### src/rtl/ias_fetch_unit.sv
// IAS-style instruction fetch: reads a 40-bit word holding two 20-bit
// instructions and issues the left half, then the right half from the IBR.
module ias_fetch_unit #(
    parameter logic [7:0] HALT_OPCODE = 8'hFF
) (
    input  logic        clk,
    input  logic        reset,
    input  logic        run,
    input  logic [7:0]  pc_addr,
    output logic        inc_pc,
    output logic        load_pc,
    output logic [7:0]  jump_addr,
    output logic        mem_rd_en,
    output logic [7:0]  mem_addr,
    input  logic [39:0] mem_rdata,
    input  logic        mem_rvalid,
    output logic [7:0]  ir,
    output logic [11:0] mar,
    output logic        instr_valid,
    input  logic        exec_done,
    input  logic        jump_req,
    input  logic [7:0]  jump_target,
    input  logic        jump_right,
    output logic        halted
);

    typedef enum logic [2:0] {
        IDLE,
        FETCH,
        WAIT_MEM,
        ISSUE_L,
        ISSUE_R,
        SETTLE,
        HALT
    } state_t;

    state_t      state_q, state_d;
    logic [19:0] left_q, left_d;
    logic [19:0] ibr_q, ibr_d;
    logic        ronly_q, ronly_d;
    logic        inc_q, inc_d;
    logic        load_q, load_d;
    logic [7:0]  jaddr_q, jaddr_d;

    logic issuing;
    logic halt_hit;
    logic jump_hit;

    assign issuing  = (state_q == ISSUE_L) || (state_q == ISSUE_R);
    assign halt_hit = issuing && exec_done && (ir == HALT_OPCODE);
    assign jump_hit = issuing && exec_done && jump_req && !halt_hit;

    always_ff @(posedge clk) begin
        if (reset) begin
            state_q <= IDLE;
            left_q  <= '0;
            ibr_q   <= '0;
            ronly_q <= 1'b0;
            inc_q   <= 1'b0;
            load_q  <= 1'b0;
            jaddr_q <= '0;
        end else begin
            state_q <= state_d;
            left_q  <= left_d;
            ibr_q   <= ibr_d;
            ronly_q <= ronly_d;
            inc_q   <= inc_d;
            load_q  <= load_d;
            jaddr_q <= jaddr_d;
        end
    end

    always_comb begin
        state_d = state_q;
        left_d  = left_q;
        ibr_d   = ibr_q;
        ronly_d = ronly_q;
        inc_d   = 1'b0;
        load_d  = 1'b0;
        jaddr_d = jaddr_q;
        unique case (state_q)
            IDLE:     if (run) state_d = FETCH;
            FETCH:    state_d = WAIT_MEM;
            WAIT_MEM: begin
                if (mem_rvalid) begin
                    left_d  = mem_rdata[39:20];
                    ibr_d   = mem_rdata[19:0];
                    inc_d   = 1'b1;
                    state_d = ronly_q ? ISSUE_R : ISSUE_L;
                end
            end
            ISSUE_L, ISSUE_R: begin
                if (halt_hit) begin
                    state_d = HALT;
                end else if (jump_hit) begin
                    state_d = SETTLE;
                end else if (exec_done) begin
                    state_d = (state_q == ISSUE_L) ? ISSUE_R : IDLE;
                end
            end
            SETTLE:   state_d = IDLE;
            HALT:     state_d = HALT;
            default:  state_d = IDLE;
        endcase
        if (state_d == ISSUE_R && state_q != ISSUE_R) ronly_d = 1'b0;
        // A taken jump drops the buffered right half and arms right-only entry
        if (jump_hit) begin
            load_d  = 1'b1;
            jaddr_d = jump_target;
            ronly_d = jump_right;
            ibr_d   = '0;
        end
    end

    always_comb begin
        mem_rd_en   = 1'b0;
        mem_addr    = '0;
        ir          = '0;
        mar         = '0;
        instr_valid = 1'b0;
        halted      = 1'b0;
        unique case (state_q)
            FETCH: begin
                mem_rd_en = 1'b1;
                mem_addr  = pc_addr;
            end
            ISSUE_L: begin
                ir          = left_q[19:12];
                mar         = left_q[11:0];
                instr_valid = 1'b1;
            end
            ISSUE_R: begin
                ir          = ibr_q[19:12];
                mar         = ibr_q[11:0];
                instr_valid = 1'b1;
            end
            HALT:    halted = 1'b1;
            default: ;
        endcase
    end

    assign inc_pc    = inc_q;
    assign load_pc   = load_q;
    assign jump_addr = jaddr_q;

endmodule

### config.mk
export PLATFORM = sky130hd
export DESIGN_NAME = ias_fetch_unit
export DESIGN_NICKNAME = d
export VERILOG_FILES = /design/src/rtl/ias_fetch_unit.sv
export SDC_FILE = /design/constraint.sdc
export NUM_CORES = 1
export LEC_CHECK = 0
export ABC_AREA = 1
export CORE_MARGIN = 2
export CORE_UTILIZATION = 43
export DETAILED_ROUTE_END_ITERATION = 10
export PLACE_DENSITY_LB_ADDON = 0.3
export RECOVER_POWER = 50
export SLEW_MARGIN = 40
export SYNTH_ARGS = -nofsm -noshare
export SYNTH_HDL_FRONTEND = slang
export SYNTH_SLANG_ARGS = --single-unit
### constraint.sdc
create_clock -name clk -period 1.96 [get_ports clk]
set_input_delay 0.392 -clock clk [delete_from_list [all_inputs] [get_ports clk]]
set_output_delay 0.392 -clock clk [all_outputs]
set_load 0.005 [all_outputs]
# Yosys cells after proc, flatten, opt, wreduce, memory -nomap -nowiden
# Index checks and enable logic that the tools add are counted.
[classes]
n_reduce_logical = 13
n_eq_ne = 8
bitwise_logic = 1
mux = 18
[op_table]
columns = ["op", "count"]
rows = [
  ["case mux 12 bit (2 select lines)", 1],
  ["2-to-1 mux 3 bit", 7],
  ["case mux 8 bit (2 select lines)", 1],
  ["case mux 3 bit (5 select lines)", 1],
  ["== test 3 bit, second input constant", 3],
  ["== test 8 bit, second input constant", 1],
  ["2-to-1 mux 8 bit", 1],
  ["2-to-1 mux 1 bit", 7],
  ["== test 3 x 2 -> 1 bit, second input constant", 2],
  ["OR reduction 2 bit", 3],
  ["logical AND 1 bit", 5],
  ["== test 3 x 1 -> 1 bit, second input constant", 1],
  ["zero test 3 bit", 1],
  ["!= test 3 bit, second input constant", 1],
  ["AND reduction 2 bit", 1],
  ["nonzero test 2 bit", 1],
  ["zero test 1 bit", 1],
  ["logical OR 1 bit", 1],
  ["NOT 1 bit", 1],
]
[totals]
elab_cells = 47
register_bits = 54
inputBits = 63
out_inout_bits = 41

# Depth between registers and ports, before layout
[depth]
ltp_word = 13
ltp_mapped = 12
mapped_depth_nobuf = 12

# Worst setup path before layout
# Ideal clock, no wire load.
[synth_path]
kind = "register to output"
from = "reg state_q[0]"
to = "out mem_addr[0]"
arrival_ns = 1.181
required_time_ns = 1.568
slack_ns = 0.387
path_stages_with_launch = 6
path_buffers = 1
path_cell_list = "dfxtp_1 buf_6 inv_1 nor3_1 clkinv_1 nor2_1"
[synth_via]
elab_chain_cells = 2
[synth_lines]
columns = ["item", "line_no", "text"]
rows = [
  ["start, declared", "37", "state_t state_q, state_d;"],
  ["start signal, assigned", "63", "state_q <= state_d;"],
  ["== test 3 x 1 -> 1 bit", "122", "unique case (state_q)"],
  ["2-to-1 mux 8 bit", "122", ""],
  ["end, declared", "14", "output logic [7:0] mem_addr,"],
]
# Every way passes these cells.

# Worst setup path after layout
[layout_path]
from = "reg state_q[1]"
to = "out ir[0]"
[layout_via]
elab_chain_cells = 2
elab_cells_between_ends = 3
classes_between = "eq/ne (2); mux (1)"
[layout_lines]
columns = ["item", "line_no", "text"]
rows = [
  ["== test 3 bit / == test 3 x 2 -> 1 bit (equally long branches)", "122", ""],
  ["case mux 8 bit (2 select lines) (*)", "122", ""],
  ["end, declared", "17", "output logic [7:0] ir,"],
]
# Mark *: on every way between the ends. The rest lies on a longest branch, timed or not.

==> metrics.txt <==
vias in the first global route around 2500; grt total ovfl 0; DR DRC count 0; CP startpoint kind register; Buffers on Ports around 100; sequence of cells on the critical path buf_12, buf_4, nand4_1, nand2_2, buf_4, dlygate4sd2_1; flops & latches, synth 54; CTS root buffer clkbuf_8; Synth area leaders dfxtp_1 (43%), nand2_1 (14%), a21oi_2 (7.0%); clk_skew between 4 and 5 ps; row count 27; Design Power 2340 uW; outcome completed; post-synth top area share a little over two fifths; synthesis warning total 0; cts hold-fix bufs 0; Switch Pwr about 570 uW; switching share of power between 20% and 30%; period utilisation layout a little over nine tenths; syn avg cell area around 7.3 um^2; Via Count 2690; CP dominant cell by count buf_4; Static Leak ~0.0018 uW; DRT iter0 DRCs roughly 160; Hold Crit Depth 2; Critical Path RT roughly 1600 ps; CORE AREA roughly 5500 um^2; GP Congestion 0.867; CTS Sinks between 50 and 60; Final min period between 1500 and 2000 ps; Final Hold Viols 0; final antenna diode count 0; Pins Over Slew Limit 0; critical path class reg2out; Critical Path Max Stage Delay between 300 and 400 ps; Detail Placement HPWL ~5000 um; Area Growth Syn to Fin 60.5%; Clk pwr share a little under a third; Setup Total Neg Slack 0 ps; Internal 1770 uW; worst-path fanout max 6; Post-Layout Cell Count between 500 and 600; num ports roughly 100; layout cells sized above 1 25.0%; CP delay by family, top buffers and inverters; Max Cap Viol 0; post-synthesis sequential area ratio a little over two fifths; DP Cell Count 519; Slowest-stage cell, CP dfxtp_4; vias per cell 4.94; Comb pwr share roughly a fifth; leading area contributor after synthesis dfxtp_1; later-pin clock latency in the skew report roughly 300 ps; Worst R2R Path Depth 15; endpoint class of the critical path primary output; Starting Density about 45%; WP buf/inv 4; Mapped Cells 341; number of setup violations in the final report 0; HP Class reg2reg; Max Clk Rate ~520 MHz; pin count of the biggest net entering global routing 26; crit path DAT around 1600 ps; Longest Clk Path Bufs 2; total stage count of the critical path 6; DP Area roughly 3700 um^2; syn nets around 400; first-pass GRT wire length 11500 um; Die Width about 80 um; die height around 80 um; total die area ~6400 um^2; Cell variety after synth 26; RSZ-0062 raised after global routing yes; Worst VDD drop approximately 0.43 mV; fin area between 3000 and 4000 um^2; Slew HR about 75%; total CTS buffers 5; antenna violations before repair 0; First-pass DRT Iterations 4; GRT Total Usage a little under a quarter; worst hold margin 451 ps; Power Dens Cells just under 600 nW/um^2; clock-pin slew on the worst setup and hold paths about 90 ps; H-tree depth 2; wire per inst around 14 um; Worst-Margin Slew approximately 370 ps; post-route ant nets 0; final WL around 7500 um; Total Nets Final 534; sequential share of power 49.5%; mapped cell area about 2500 um^2; CTS tree built
## synthesized netlist by cell type (all sizes together)
cell type and n:
buf 8, nor3 1, clkinv 3, a31oi 1
inv 35, nand2 96, clkbuf 10, a21boi 1
a21oi 38, o211ai 2, nand3 21, dfxtp 54
nand4 6, o21ai 34, nor2 31
## routing by layer
metal | share of wire, % | GRT usage (%)
met4 | 1.8 | 8.81
met5 | 0 | 0
met1 | 44 | 29.4
met2 | 48 | 37.8
met3 | 6.2 | 4.27
## cells in the final DEF, fill, tap and decap left out, types with 2 or more instances in the layout
master / synthesis / layout
a21oi_1: 18 / 18
nor2_1: 28 / 24
buf_4: 1 / 28
clkinv_1: 3 / 2
clkbuf_8: 0 / 5
nand2_4: 3 / 4
dlymetal6s2s_1: 0 / 9
clkdlybuf4s50_1: 0 / 71
nor2_4: 2 / 3
clkbuf_1: 10 / 2
dlygate4sd2_1: 0 / 7
o211ai_1: 2 / 2
nor2_2: 1 / 4
o21ai_2: 2 / 2
nand3_1: 19 / 12
nand4_1: 6 / 6
nand2_2: 1 / 9
a21oi_2: 20 / 20
dfxtp_4: 0 / 2
inv_1: 32 / 31
inv_2: 3 / 4
dfxtp_1: 54 / 51
clkdlybuf4s15_1: 0 / 2
nand3_2: 0 / 7
buf_6: 4 / 7
o21ai_0: 32 / 32
nand3_4: 2 / 2
buf_2: 2 / 4
nand2_1: 92 / 82
clkbuf_2: 0 / 10
## tightest hold or removal path, cell delays in order, from the launching register on
cell and delay, ps:
dfxtp_1 310, inv_1 50, a21oi_1 50
## metrics by stage
stage          util [%]  setup slack [ps]
2_1_floorplan         -               387
3_3_place_gp       66.4             -18.8
3_5_place_dp       66.4             -80.1
4_1_cts            68.9              -165
5_1_grt            72.2             -90.6
6_report           72.2              22.7
## what timing repair did
item	CTS	global route
gates resized for setup	47	59
setup buffers	6	11
pin swaps	4	15
setup endpoints to repair	31	48
hold endpoints to repair	0	0
cloned	0	1
## path summary, 6_finish.rpt
kind / start / end / slack (ps)
max: state_q[1] / ir[0] / 20
min: left_q[9] / left_q[9] / 450
max reg2reg: state_q[1] / ronly_q / 40
min reg2reg: left_q[9] / left_q[9] / 450
## state kept, by name (all words and copies together) (netlist names)
signal,flops
load_pc,1
ronly_q,1
inc_pc,1
state_q,3
ibr_q,20
left_q,20
jump_addr,8
## cell families after synthesis
group           after synthesis  synth area share (%)
simple gates                155                  27.8
flops                        54                  43.4
compound gates               76                  18.9
buf+inv                      56                  9.89
## cell type report
class / count / area [um^2]
fillers: 433 / 1540
repair buffers: 140 / 1290
multi-input cells: 231 / 1270
flip-flops and latches: 54 / 1090
inverters: 38 / 146
well taps: 72 / 90.1
clock buffers: 7 / 76.3
clock inverters: 1 / 30.0
repair inverters: 1 / 3.75
## power groups by stage
| stage | Combinational (uW) | Sequential (uW) | Clock, uW |
|---|---|---|---|
| floorplan | 168 | 1180 | 0 |
| global placement | 376 | 1180 | 0 |
| detailed placement | 383 | 1180 | 0 |
| CTS | 397 | 1160 | 747 |
| global route | 483 | 1160 | 800 |
| finish | 447 | 1160 | 737 |
(Power assumes the default switching activity.)
